<file path="config.mk">
export PLATFORM = sky130hd
export DESIGN_NAME = serial_mag_comp
export DESIGN_NICKNAME = d
export VERILOG_FILES = /design/src/rtl/comp_pkg.sv /design/src/rtl/comp1b3o.sv /design/src/rtl/serial_mag_comp.sv
export SDC_FILE = /design/constraint.sdc
export NUM_CORES = 1
export LEC_CHECK = 0
export CORE_ASPECT_RATIO = 0.9
export CORE_MARGIN = 2
export CORE_UTILIZATION = 45
export CTS_CLUSTER_DIAMETER = 80
export DETAILED_ROUTE_END_ITERATION = 7
export GPL_TIMING_DRIVEN = 0
export PLACE_DENSITY = 0.82
export SLEW_MARGIN = 20
export SYNTH_ARGS = -nofsm -noshare
export SYNTH_HDL_FRONTEND = slang
export SYNTH_SLANG_ARGS = --single-unit
</file>
<file path="constraint.sdc">
create_clock -name clk -period 1.53 [get_ports clk]
set_clock_uncertainty 0.2 [all_clocks]
set_input_delay 0.2295 -clock clk [delete_from_list [all_inputs] [get_ports clk]]
set_output_delay 0.2295 -clock clk [all_outputs]
set_load 0.1 [all_outputs]
</file>
<file path="src/rtl/comp_pkg.sv">
// Shared definitions for the bit-serial magnitude comparator.
//   state_t  : FSM encoding (IDLE/SCAN/DONE), also driven out on the debug port
//   RES_*    : one-hot result codes, ordered {aeb, agb, alb}
package comp_pkg;

  typedef enum logic [1:0] {
    IDLE = 2'd0,
    SCAN = 2'd1,
    DONE = 2'd2
  } state_t;

  localparam logic [2:0] RES_EQ = 3'b100;
  localparam logic [2:0] RES_GT = 3'b010;
  localparam logic [2:0] RES_LT = 3'b001;

endpackage

</file>
<file path="src/rtl/comp1b3o.sv">
// 1-bit three-output compare cell.
//   a, b : single operand bits
//   eq   : a == b
//   gt   : a > b  (a=1, b=0)
//   lt   : a < b  (a=0, b=1)
// Exactly one output is high for any input pair.
module comp1b3o (
  input  logic a,
  input  logic b,
  output logic eq,
  output logic gt,
  output logic lt
);

  assign eq = ~(a ^ b);
  assign gt = a & ~b;
  assign lt = ~a & b;

endmodule

</file>
<file path="src/rtl/serial_mag_comp.sv">
// Bit-serial unsigned magnitude comparator, MSB first, one bit per clock.
//   clk, rst            : clock, synchronous active-high reset
//   in_valid / in_ready : operand handshake; a and b captured when both high
//   a, b                : WIDTH-bit unsigned operands
//   out_valid/out_ready : result handshake; result held while out_valid=1
//   aeb, agb, alb       : registered one-hot result {a==b, a>b, a<b}
//   busy                : high in SCAN or DONE
//   dbg_state           : current FSM state (comp_pkg::state_t encoding)
// Handshake rule: a transfer happens on a rising edge where valid and ready
// are both high; a producer holds its data stable while valid is high and
// ready is low, and ready never depends on the same side's valid.
import comp_pkg::*;

module serial_mag_comp #(
  parameter int WIDTH      = 4,
  parameter bit EARLY_EXIT = 1'b1
) (
  input  logic             clk,
  input  logic             rst,
  input  logic             in_valid,
  output logic             in_ready,
  input  logic [WIDTH-1:0] a,
  input  logic [WIDTH-1:0] b,
  output logic             out_valid,
  input  logic             out_ready,
  output logic             aeb,
  output logic             agb,
  output logic             alb,
  output logic             busy,
  output logic [1:0]       dbg_state
);

  localparam int CW = (WIDTH > 1) ? $clog2(WIDTH) : 1;
  localparam logic [CW-1:0] CNT_LOAD = CW'(WIDTH - 1);

  state_t          state;
  logic [WIDTH-1:0] sa;
  logic [WIDTH-1:0] sb;
  logic [CW-1:0]   cnt;
  logic            diff_seen;
  logic [2:0]      diff_res;
  logic [2:0]      res;

  logic cell_eq, cell_gt, cell_lt;
  logic [2:0] cell_res;
  logic differ;

  comp1b3o u_cell (
    .a  (sa[WIDTH-1]),
    .b  (sb[WIDTH-1]),
    .eq (cell_eq),
    .gt (cell_gt),
    .lt (cell_lt)
  );

  // The cell outputs already form the one-hot result code for the current bit.
  assign cell_res = {cell_eq, cell_gt, cell_lt};
  assign differ   = (cell_res != RES_EQ);

  // Gated with rst so nothing is offered or reported busy during reset.
  assign in_ready  = (state == IDLE) && !rst;
  assign busy      = ((state == SCAN) || (state == DONE)) && !rst;
  assign dbg_state = state;
  assign {aeb, agb, alb} = res;

  always_ff @(posedge clk) begin
    if (rst) begin
      state     <= IDLE;
      sa        <= '0;
      sb        <= '0;
      cnt       <= '0;
      diff_seen <= 1'b0;
      diff_res  <= '0;
      res       <= '0;
      out_valid <= 1'b0;
    end else begin
      case (state)
        IDLE: begin
          if (in_valid && in_ready) begin
            sa        <= a;
            sb        <= b;
            cnt       <= CNT_LOAD;
            diff_seen <= 1'b0;
            diff_res  <= '0;
            state     <= SCAN;
          end
        end
        SCAN: begin
          if (differ && EARLY_EXIT) begin
            res       <= cell_res;
            out_valid <= 1'b1;
            state     <= DONE;
          end else begin
            sa  <= sa << 1;
            sb  <= sb << 1;
            cnt <= cnt - CW'(1);
            // Sticky: only the most significant difference decides the result.
            if (differ && !diff_seen) begin
              diff_seen <= 1'b1;
              diff_res  <= cell_res;
            end
            if (cnt == '0) begin
              // The last bit's own difference is not yet in the sticky flag,
              // so fall back to the live cell result (RES_EQ when equal).
              res       <= diff_seen ? diff_res : cell_res;
              out_valid <= 1'b1;
              state     <= DONE;
            end
          end
        end
        DONE: begin
          if (out_ready) begin
            out_valid <= 1'b0;
            state     <= IDLE;
          end
        end
        default: state <= IDLE;
      endcase
    end
  end

endmodule

</file>
==> out/results.txt, run 1 <==
The max-slew violation count was 0. The type of the worst setup path is flip-flop to flip-flop. The deepest clock path buffer count is 2. The first-iteration detailed-routing DRC count was 15; the core area was 2242 um^2.

The worst-case setup slack after placement is -1.213 ns, and the area share of the largest cell type after synthesis is 36.78%. At the end of routability-driven placement, the weighted congestion stood at 0.7333. The area of the mapped netlist is 1089 um^2, and the level count of the clock H-tree is 1.

In the final routed layout, each cell accounts on average for 17.81 um. After the last flow step, the layout net total stands at 174. For this run, the detailed router's first-pass iteration total came to 4. The tools report the clock tree root driver cell as sky130_fd_sc_hd__clkbuf_4. 20 I/O pins were placed. Detailed routing inserted a total of 1024 vias. The number of nets in the synthesized netlist was 134. The number of antenna violations at the first check in global routing is 0, and the DRC violation count after routing is 0.

Wires add up to 3224 um. At the pin with the least slew margin, the transition time is 0.3400 ns. From synthesis to final layout, the design area changed by 60.00%.

The antenna diode instance count is 0. By area the synthesized netlist is led by sky130_fd_sc_hd__dfxtp_1, sky130_fd_sc_hd__a211oi_1, sky130_fd_sc_hd__ha_1. The logs give 5.412% for the met3 demand-to-capacity share in global routing and 115 for the instance count of the mapped netlist. The final reports fail on negative setup slack. After clock tree synthesis, the clock-pin slew on the worst setup and hold paths is 0.12 ns.

The tools report the kind of capture point of the worst setup path as a flip-flop. The most heavily used metal layer in global routing was met2. The run gives 0 as the post-detailed-route count of antenna-violating nets. Counting flops and latches in the post-synthesis netlist gives 20. Of all cell types, the one taking the most synthesized area is sky130_fd_sc_hd__dfxtp_1. The total CTS buffers is 3, and the minimum clock period after layout is 1.889 ns. Of the available clock period, the critical path in the final layout requires 123.5%. The required time at the worst-slack endpoint was 1.55 ns; the CTS sink count was 20. Based on the critical path, the design can be clocked at up to 529.4 MHz.

TritonCTS built the clock tree. The share of the yosys chip area belonging to registers is 36.78%, and the number of hold-slack violations in the final timing report is 0. Detailed placement finished with a half-perimeter wire length of 1773 um. The fraction of registers with async set or reset after synthesis was 0%; the average via count per standard cell was 5.657. The tools report the clock latency at the later pin of the worst-skew pair as 0.31 ns. Global routing consumed, on the met2 layer, 39.48% of the routing resources. The worst slew margin relative to its limit is 76.85%. In the synthesized netlist the dominant register cell turns out to be sky130_fd_sc_hd__dfxtp_1. From left edge to right edge, the die measures 55.85 um. The tool flagged a number of max-cap violations equal to 0. The number of standard-cell rows in the floorplan was 16; the mean instance size in the synthesized netlist was 9.466 um^2. The first global-routing pass estimated 4657 um of wire.

STA classifies the critical path startpoint as a flip-flop. The class of the tightest hold or removal check was flip-flop to flip-flop. The flow ran to the end, but the final reports show violations.

For this run, the number of Yosys warnings is 0. In this run the vertical extent of the chip is 50.66 um. Once the floorplan was initialized, standard cells occupied 48.55% of the core. The run gives 22 as the number of failing setup endpoints in the final timing report.

The die covers 2829 um^2. The count of buffers added on input and output ports is 19. The overall global routing resource usage was 21.18%. For the met1 routing resource usage after global routing, the log shows 23.50%. The via count of the first global-routing pass was 989; the distinct cell type count after synthesis was 29. The share of post-route cells with drive strength above 1 is 52.60%. Setup repair after global routing could not meet its margin everywhere. The tools report the post-layout worst setup margin as -0.3591 ns. The total global routing overflow is 0, and the largest fanout on the critical path is 8. Entering global routing, the biggest net connects 12 pins. Counting flops with a built-in enable in the synthesized netlist gives 0. At the worst endpoint, the arrival time is 1.91 ns.
-- critical path, cell delays in order (launching register included) --
cell and delay [ns]:
sky130_fd_sc_hd__dfxtp_4 0.39, sky130_fd_sc_hd__buf_6 0.12, sky130_fd_sc_hd__ha_4 0.18, sky130_fd_sc_hd__buf_6 0.13
sky130_fd_sc_hd__mux2i_4 0.22, sky130_fd_sc_hd__a21o_4 0.25, sky130_fd_sc_hd__a211oi_1 0.30
-- cell usage after synthesis, types with 2 or more instances --
cell	number
sky130_fd_sc_hd__a211oi_1	13
sky130_fd_sc_hd__or2_2	2
sky130_fd_sc_hd__o21ai_0	3
sky130_fd_sc_hd__a311oi_1	2
sky130_fd_sc_hd__nand4_1	2
sky130_fd_sc_hd__inv_1	13
sky130_fd_sc_hd__clkbuf_1	2
sky130_fd_sc_hd__nor2b_1	5
sky130_fd_sc_hd__ha_1	7
sky130_fd_sc_hd__nand2_1	3
sky130_fd_sc_hd__mux2i_1	4
sky130_fd_sc_hd__nand2b_1	9
sky130_fd_sc_hd__a21oi_1	5
sky130_fd_sc_hd__mux2_2	7
sky130_fd_sc_hd__dfxtp_1	20
sky130_fd_sc_hd__and2_1	4
sky130_fd_sc_hd__nor2_1	2
-- cell usage in the layout (no fill, tap or decap), types with 2 or more instances in the layout --
cell / n
sky130_fd_sc_hd__ha_4: 3
sky130_fd_sc_hd__buf_4: 16
sky130_fd_sc_hd__a211oi_1: 4
sky130_fd_sc_hd__a311oi_2: 2
sky130_fd_sc_hd__nor2b_4: 2
sky130_fd_sc_hd__clkbuf_4: 6
sky130_fd_sc_hd__a21oi_2: 3
sky130_fd_sc_hd__and2_1: 4
sky130_fd_sc_hd__dfxtp_4: 2
sky130_fd_sc_hd__clkdlybuf4s50_1: 11
sky130_fd_sc_hd__nor2b_1: 3
sky130_fd_sc_hd__inv_4: 2
sky130_fd_sc_hd__dfxtp_1: 16
sky130_fd_sc_hd__mux2i_1: 3
sky130_fd_sc_hd__nor2_1: 2
sky130_fd_sc_hd__nand2b_1: 8
sky130_fd_sc_hd__buf_12: 3
sky130_fd_sc_hd__a211oi_2: 9
sky130_fd_sc_hd__inv_1: 10
sky130_fd_sc_hd__nand2_2: 2
sky130_fd_sc_hd__ha_1: 4
sky130_fd_sc_hd__dfxtp_2: 2
sky130_fd_sc_hd__o21ai_1: 3
sky130_fd_sc_hd__buf_6: 3
sky130_fd_sc_hd__mux2_2: 6
sky130_fd_sc_hd__nand4_1: 2
sky130_fd_sc_hd__buf_8: 3
-- state kept, by name, summed over array words and instances, names as in the netlist --
name	flops
sa	4
sb	4
diff_res	3
res	3
cnt	2
dbg_state	2
diff_seen	1
out_valid	1
-- layout make-up --
| class | instances | area, um^2 |
|---|---|---|
| inverters | 13 | 58.81 |
| multi-input cells | 76 | 800.8 |
| well taps | 27 | 33.78 |
| fillers | 147 | 500.5 |
| repair buffers | 36 | 354.1 |
| flip-flops and latches | 20 | 410.4 |
| plain buffers | 5 | 47.55 |
| clock buffers | 4 | 36.28 |
-- cells by family (layout without fill, tap and decap cells) --
family	Yosys count	after routing	synth area share, %
simple gates	27	27	14.37
compound gates	30	30	21.15
flops	20	20	36.78
mux	12	12	12.18
buf+inv	19	58	7.471
fa+ha+maj	7	7	8.046
-- metrics by stage --
step | hold slack, ns | std cells | area (um^2) | utilization, % | setup TNS [ns]
floorplan | 0.1896 | 115 | 1189 | - | -4.225
global placement | 0.2441 | 161 | 1413 | 63.00 | -12.28
detailed placement | 0.2475 | 161 | 1413 | 63.00 | -13.72
CTS | 0.2641 | 174 | 1594 | 71.09 | -2.655
global route | 0.2996 | 181 | 1742 | 77.68 | -4.824
finish | 0.2823 | 181 | 1742 | 77.68 | -3.868
-- per-layer routing --
metal,share of wire [%],routed length (um),up-vias
met2,54,1741,26
met5,0,0,-
met4,1.2,39,0
met1,41,1331,506
li1,-,-,486
met3,3.5,112,6
-- final timing paths --
path / startpoint / endpoint / slack, ns / cells past startpoint
setup / recovery: dbg_state[0]$_SDFFE_PP0P_ / sa[1]$_SDFFE_PP0P_ / -0.36 / 6
hold / removal: sb[2]$_SDFFE_PP0P_ / sb[2]$_SDFFE_PP0P_ / 0.28 / 2
setup reg to reg: dbg_state[0]$_SDFFE_PP0P_ / sa[1]$_SDFFE_PP0P_ / -0.36 / 6
hold reg to reg: sb[2]$_SDFFE_PP0P_ / sb[2]$_SDFFE_PP0P_ / 0.28 / 2
-- what timing repair did --
action | CTS | global route
hold buffers | 0 | 0
buffers inserted | 10 | 7
pin swaps | 10 | 9
resized for setup | 77 | 20
endpoints found under the setup margin | 28 | 25
Power of run 1 is not shown: default switching activity piles up to over one toggle a cycle in this logic, so the estimate is an artifact.
==> run 2: changes to the inputs <==
--- a/config.mk
+++ b/config.mk
@@ -6,12 +6,13 @@
 export NUM_CORES = 1
 export LEC_CHECK = 0
 export CORE_ASPECT_RATIO = 0.9
-export CORE_MARGIN = 2
+export CORE_MARGIN = 1.5
 export CORE_UTILIZATION = 45
 export CTS_CLUSTER_DIAMETER = 80
 export DETAILED_ROUTE_END_ITERATION = 7
 export GPL_TIMING_DRIVEN = 0
-export PLACE_DENSITY = 0.82
+export PLACE_DENSITY = 0.81
+export SKIP_CTS_REPAIR_TIMING = 1
 export SLEW_MARGIN = 20
 export SYNTH_ARGS = -nofsm -noshare
 export SYNTH_HDL_FRONTEND = slang
==> run 2 against run 1 <==
Effect of this change:
- the run still ends with negative setup slack left
- worst hold slack better by 0.0014 ns
- global-route usage down 2.2 points
- die area shrank 3.7%
- design area down 3.4%
- non-clock buffer count down 4
- sequential share of layout area rose by 0.82 points
- utilization shrank 1.9 points
- flip-flop and latch count did not move
- critical path depth decreased by 1
- first-iteration DRC count is 6.7% higher
- setup slack improved by 0.064 ns
- final cell count shrank 2.2%
- largest cell class unchanged
==> out/results.txt, run 2 (same netlist as run 1, synthesis figures left out) <==
Once the floorplan was initialized, standard cells occupied 48.99% of the core. Data on the critical path is required at its endpoint by 1.10 ns. The instance area at placement is 1413 um^2.

In this run the tightest slew margin relative to its limit is 68.02%. The level count of the clock H-tree was 1; the via count of the first global-routing pass was 899. Setup violations remaining at the end of the flow were counted as 20.

STA classifies the critical path endpoint as a primary output. Summed over all nets, the half-perimeter wirelength after detailed placement is 1652 um. The tools report the total global routing overflow as 0. The average routed wire per standard cell works out to 16.70 um.

The final estimated routing congestion in global placement was 0.7187. Setup repair after global routing could not meet its margin everywhere. The share of post-route cells with drive strength above 1 is 49.33%, and the number of cells in the design after placement is 161.

The run gives 4 as the first-pass iteration count of the detailed router. The clock latency at the later pin of the worst-skew pair was 0.32 ns; the deepest clock path buffer count was 2. Register-to-register setup slack: -0.26 ns. The post-layout worst setup margin is -0.2955 ns. On the critical path the largest part of the delay comes from flip-flops. The number of buffers and inverters on the critical path is 3. The worst setup path is launched from a flip-flop. The flow ran to the end, but the final reports show violations. Type of the worst setup path: flip-flop to primary output.

The tools report the maximum operating frequency as 547.8 MHz. For the final cell count without fillers, the log shows 177. Traced cell by cell, the critical path runs through inv_4 -> ha_4 -> buf_8 -> nor2b_4 -> buf_12. Clock-pin slew reported for the worst setup and hold paths after clock tree synthesis: 0.13 ns. For this run, the slowest stage of the critical path takes 0.39 ns. For this run, the total global-route usage over all layers was measured as 18.97%. The final layout contains 170 nets.

Of all nets on the critical path, the largest fanout is 7. Counting instances, the worst hold path has a depth of 2. For this design, the sink count on the clock tree is 20.

The final non-filler cell area was 1683 um^2. Number of hold-slack violations in the final timing report: 0. From left edge to right edge, the die measures 54.85 um.

The first-pass GRT wire length came out at 3781 um. The die covers 2724 um^2. The area growth from synthesis to layout is 54.60%.

Core area: 2222 um^2. The most common cell after layout, fill and taps aside was sky130_fd_sc_hd__dfxtp_1. The count of cells along the worst register-to-register path was 6; the max-slew violation count was 0. The tools report the total number of vias as 999.

The minimum clock period after layout was 1.826 ns. The routed wire length was 2956 um. The tools report the count of pins on the block boundary as 20. Number of input and output port buffers inserted: 19. Entering global routing, the biggest net connects 13 pins. From bottom edge to top edge, the die measures 49.66 um. The DRC violation count after routing is 0, and the antenna diode instance count is 0. The tree is rooted in a sky130_fd_sc_hd__clkbuf_4.

The first routing iteration left 16 violations. For the pin with the worst max-slew slack, the measured transition is 0.4830 ns. In the layout the commonest cells are sky130_fd_sc_hd__dfxtp_1, sky130_fd_sc_hd__clkdlybuf4s50_1, sky130_fd_sc_hd__buf_4. The tools report the number of antenna violations at the first check in global routing as 0. OpenSTA, run right after detailed placement, puts the worst setup slack at -1.213 ns. Counting buffers and inverters, the worst setup path is 5 cells deep. The final reports fail on negative setup slack.

In this run the core area contains 16 standard-cell rows. For the total CTS buffers, the log shows 3. On the critical path, the stage with the largest delay is an instance of sky130_fd_sc_hd__dfxtp_4. Average via count per standard cell: 5.644. Once detail routing completed, the nets flagged for antenna violations numbered 0. Dividing the final minimum period by the clock period gives 119.3%.

The class of the tightest hold or removal check was flip-flop to flip-flop. The number of max-cap violations was 0. TritonCTS built the clock tree. At the worst endpoint, the arrival time is 1.40 ns. In the final layout, the registers with the most flip-flops are sa: 4 flops, sb: 4 flops. On the final layout, the worst hold slack is 0.2837 ns.
-- run 2: cell count changes in the layout (fill, tap and decap cells not counted), moves of 2 or more --
| cell | before | now |
|---|---|---|
| sky130_fd_sc_hd__inv_2 | 0 | 3 |
| sky130_fd_sc_hd__buf_8 | 3 | 1 |
| sky130_fd_sc_hd__clkbuf_4 | 6 | 8 |
| sky130_fd_sc_hd__a311oi_1 | 0 | 2 |
| sky130_fd_sc_hd__nand2_2 | 2 | 0 |
| sky130_fd_sc_hd__a311oi_2 | 2 | 0 |
| sky130_fd_sc_hd__nand2_4 | 0 | 2 |
| sky130_fd_sc_hd__inv_1 | 10 | 8 |
| sky130_fd_sc_hd__buf_4 | 16 | 10 |
-- run 2: stage by stage --
stage                     util [%]  TNS [ns]
after floorplan                  -    -4.225
after global placement       63.57    -12.67
after detailed placement     63.57    -13.76
after CTS                    65.93    -11.23
after global routing         75.73    -4.840
final                        75.73    -3.783
-- run 2: per-layer routing --
layer,part of all wire [%],wire length [um],up-vias,global-route usage (%)
met5,0,0,-,0
met4,1.6,47,0,2.500
met3,4.7,138,4,5.455
met2,52,1540,22,33.53
met1,42,1229,494,22.50
li1,-,-,479,-
-- run 2: final timing paths --
path | start | end
max | dbg_state[1]$_SDFFE_PP0P_ | in_ready
min | sb[0]$_SDFFE_PP0P_ | sb[0]$_SDFFE_PP0P_
min reg2reg | sb[0]$_SDFFE_PP0P_ | sb[0]$_SDFFE_PP0P_
max reg2reg | dbg_state[1]$_SDFFE_PP0P_ | cnt[1]$_SDFFE_PP0P_
-- run 2: layout make-up --
cell class / count / area (um^2)
Fill cell: 136 / 539.3
Buffer: 6 / 61.31
Tap cell: 27 / 33.78
Timing Repair Buffer: 31 / 304.0
Clock buffer: 3 / 22.52
Sequential cell: 20 / 410.4
Inverter: 13 / 53.80
Clock inverter: 1 / 30.03
Multi-Input combinational cell: 76 / 767.0
-- run 2: worst min-delay path, cell delays in order, from the launching register on --
cell	delay (ns)
sky130_fd_sc_hd__dfxtp_1	0.33
sky130_fd_sc_hd__nand2b_1	0.07
sky130_fd_sc_hd__o21ai_1	0.05
Power of run 2 is left out for the same reason.
==> run 3: changes to the inputs <==
--- a/config.mk
+++ b/config.mk
@@ -11,9 +11,10 @@
 export CTS_CLUSTER_DIAMETER = 80
 export DETAILED_ROUTE_END_ITERATION = 7
 export GPL_TIMING_DRIVEN = 0
-export PLACE_DENSITY = 0.81
+export PLACE_DENSITY = 0.84
 export SKIP_CTS_REPAIR_TIMING = 1
 export SLEW_MARGIN = 20
 export SYNTH_ARGS = -nofsm -noshare
 export SYNTH_HDL_FRONTEND = slang
+export SYNTH_HIERARCHICAL = 1
 export SYNTH_SLANG_ARGS = --single-unit
==> run 3 against run 2 <==
Effect of this change:
- the run still ends with negative setup slack left
- synthesized area is 6.6% lower
- non-clock buffer count is 6 lower
- setup slack worse by 0.099 ns
- design area is 8.8% lower
- first-iteration DRC count is 38% lower
- critical endpoint is now dbg_state[1]$_SDFFE_PP0P_
- largest cell class unchanged
- highest routed layer unchanged
==> out/results.txt, run 3 <==
The run finished, with violations left. The final reports fail on negative setup slack. The worst register-to-register path begins at sa[3]$_SDFFE_PP0P_. Summing every instance area after synthesis gives 1017 um^2. The area growth from synthesis to final layout works out to 50.92%.

Maximum operating frequency: 519.7 MHz. The logs give 0 for the number of hold-slack violations in the final timing report and 157 for the net count reported at finish. Among all stages on the critical path, the largest delay is contributed by sky130_fd_sc_hd__a222oi_1.

The clock latency at the later pin of the worst-skew pair was 0.31 ns. The largest registers in the layout are sa: 4 flops, sb: 4 flops. Counting cells, the worst reg-to-reg path comes to 6.

The worst register-to-register path has a setup slack of -0.39 ns. By count the netlist is led by sky130_fd_sc_hd__dfxtp_1, sky130_fd_sc_hd__nor2_1, sky130_fd_sc_hd__inv_1, sky130_fd_sc_hd__mux2i_1, sky130_fd_sc_hd__ha_1. In the layout the commonest cells are sky130_fd_sc_hd__dfxtp_1, sky130_fd_sc_hd__mux2i_1, sky130_fd_sc_hd__clkdlybuf4s50_1.

The multi-input combinational cells in the finished layout cover a total of 683.2 um^2. Grouping stages by cell kind, the critical path spends the most delay in compound AO/OA/AOI/OAI gates. The distinct cell type count after synthesis was 27; the DRC violation count after routing was 0.

In the synthesized netlist the dominant register cell turns out to be sky130_fd_sc_hd__dfxtp_1. In this run the critical register-to-register path is captured at dbg_state[1]$_SDFFE_PP0P_. The highest cell delay on the worst timing path is 0.46 ns, and the first-pass iteration count of the detailed router is 4.

Summing internal, switching and leakage power gives 3.743 mW. The number of buffers and inverters on the critical path was 1. The total CTS buffers is 3, and the largest fanout on the critical path is 4. The count of buffers added on input and output ports is 18.

The clock-pin slew reported for the worst setup and hold paths after clock tree synthesis was 0.11 ns. The kind of capture point of the worst setup path was a flip-flop. The initialized floorplan defines 16 standard-cell rows. Measured against its own limit, the worst slew margin works out to 66.23%. STA classifies the critical path startpoint as a flip-flop. The run gives 2162 um^2 as the core area. Setup repair after global routing could not meet its margin everywhere.

In the final layout, flip-flops and latches occupy 415.4 um^2. The post-layout utilization of the core was 71.01%. In the final routing, the length of wire on met1 measures 1111 um.

The level count of the clock H-tree is 1. The end of the worst hold path is diff_res[1]$_SDFFE_PP0P_. After filler insertion, the fill cell instance count of the layout stands at 158. Once detail routing completed, the nets flagged for antenna violations numbered 0.

Startpoint of the tightest hold check path: rst. TritonCTS built the clock tree. Leaving out fill and tap cells, the most frequent cell in the layout is sky130_fd_sc_hd__dfxtp_1. sky130_fd_sc_hd__dfxtp_1 takes more of the synthesized area than any other cell. Yosys mapped a number of flops with a built-in enable equal to 0. The share of the yosys chip area belonging to registers came out at 39.36%. The uppermost layer routed was met4. The number of instances on the worst hold path came out at 3. After global routing the overflow that remains totals 0. The tree is rooted in a sky130_fd_sc_hd__clkbuf_4.

For the count of warnings emitted by yosys, the log shows 6. For this run, the number of standard cells in the final layout without fillers is 164. Counting tap cells, the placed design contains a total of 151 instances. The minimum clock period after layout works out to 1.924 ns. The count of pins on the block boundary was 20; the number of failing setup endpoints in the final timing report was 22.

The final layout contains routed wiring with a total length of 2614 um. Largest vdd supply drop: 0.001718 V. The worst hold path belongs to the class input port to flip-flop. Among all cell types in the netlist, the one instantiated most often is sky130_fd_sc_hd__dfxtp_1.

Max-slew violation count: 0. The HPWL reported at the end of detailed placement is 1412 um. After synthesis, the cell types taking the most area are sky130_fd_sc_hd__dfxtp_1, sky130_fd_sc_hd__mux2i_1, sky130_fd_sc_hd__ha_1. The average routed wire per standard cell came out at 15.94 um.

The tools report the required time at the worst-slack endpoint as 1.55 ns. In the detailed route, the total length drawn on met3 is 98 um. The logs give 0 for the number of antenna violations at the first check in global routing and 47.05% for the effective utilization at floorplan. Each instance of the synthesized netlist takes up on average 9.596 um^2. The die is 53.12 um wide.

The number of nets in the synthesized netlist is 125, and the largest net degree at the start of global routing is 12. Counting every sink on the clock net gives 20. The tightest hold path in the finished design has a slack of 0.04082 ns.

For the deepest clock path buffer count, the log shows 2. The reported leakage power is 0.6248 nW. The number of antenna diodes in the final layout is 0. The signal on the critical path passes through inv_2 -> ha_4 -> and4bb_4 -> a222oi_1 -> mux2i_1 -> nor2_1. The die covers 2555 um^2. The final critical path takes up 125.8% of the cycle. At the end of routability-driven placement, the weighted congestion stood at 0.6883. Counting flops and latches in the post-synthesis netlist gives 20. The instance count of the mapped netlist was 106; the total number of vias was 893. Power spread over the standard cell area amounts to 2438 nW/um^2. Area share of the largest cell type after synthesis: 39.36%. The post-layout worst setup margin is -0.3941 ns, and the fraction of registers with async set or reset after synthesis is 0%. Origin of the worst setup path: sa[3]$_SDFFE_PP0P_. The critical path in this run is classified as flip-flop to flip-flop.

The first-pass GRT wire length is 3036 um. The first routing iteration left 10 violations. The via count of the first global-routing pass was 703; the average via count per standard cell was 5.445. The post-route netlist has 40.88% of its cells at a drive strength greater than 1.

Measured along the y axis, the die boundary spans 48.11 um. The logs give 1.94 ns for the worst endpoint data arrival time and 1391 um for the met2 layer wire length in the routed design. Max-cap violations in this run came to 0.

The transition time of the tightest slew-check pin was 0.5065 ns; the overall global routing resource usage was 17.20%.
## run 3: power breakdown
group,internal [mW],switching [mW],leakage [nW]
clock network,0.146,0.171,0.0210
registers,0.710,0.144,0.167
logic,1.12,1.45,0.437
## run 3: logic make-up (layout without fill, tap and decap cells)
family | count (synthesis) | in the layout | synth area share (%)
buffers and inverters | 15 | 46 | 8.118
AO/OA/AOI/OAI | 23 | 23 | 17.71
flip-flops | 20 | 20 | 39.36
AND/OR/NAND/NOR | 30 | 30 | 15.38
adder cells (fa/ha/maj) | 7 | 7 | 8.610
multiplexers | 11 | 11 | 10.82
## run 3: through the flow
step           worst slack, ns  area [um^2]  setup TNS, ns
5_1_grt                -0.4979         1535         -7.333
3_5_place_dp           -0.9840         1271         -10.80
2_1_floorplan          -0.4714         1057         -7.228
4_1_cts                 -1.342         1308         -14.29
3_3_place_gp           -0.9488         1271         -9.945
6_report               -0.3941         1535         -5.947
## run 3: layer usage
layer / global-route usage, % / vias to the layer above
met2: 31.00 / 19
met5: 0 / -
li1: - / 438
met1: 19.24 / 434
met3: 7.055 / 2
met4: 4.615 / 0
## run 3: how the worst max path moves through the flow
stage                           endpoint  slack [ns]  cells past startpoint
3_5_place_dp                    in_ready       -0.98                      5
5_1_grt        dbg_state[0]$_SDFFE_PP0P_       -0.50                      6
3_3_place_gp                    in_ready       -0.95                      5
6_report       dbg_state[1]$_SDFFE_PP0P_       -0.39                      6
4_1_cts                         in_ready       -1.34                      5
2_1_floorplan  dbg_state[1]$_SDFFE_PP0P_       -0.47                      6
## run 3: area by class of cell
cell class	count	share of cell area, %
tap	27	2.200
timing repair buffer	27	17.60
multi-input combinational	71	44.50
sequential	20	27.06
clock buffer	4	2.363
inverter	11	3.341
buffer	4	2.934
## run 3: worst reg2reg max path, delay by kind of cell, from the launching register on
family	cells	cell delay, ns
buf+inv	1	0.05
compound gates	1	0.46
flops	1	0.39
fa+ha+maj	1	0.22
simple gates	2	0.27
mux	1	0.24
(Power assumes the default switching activity.)
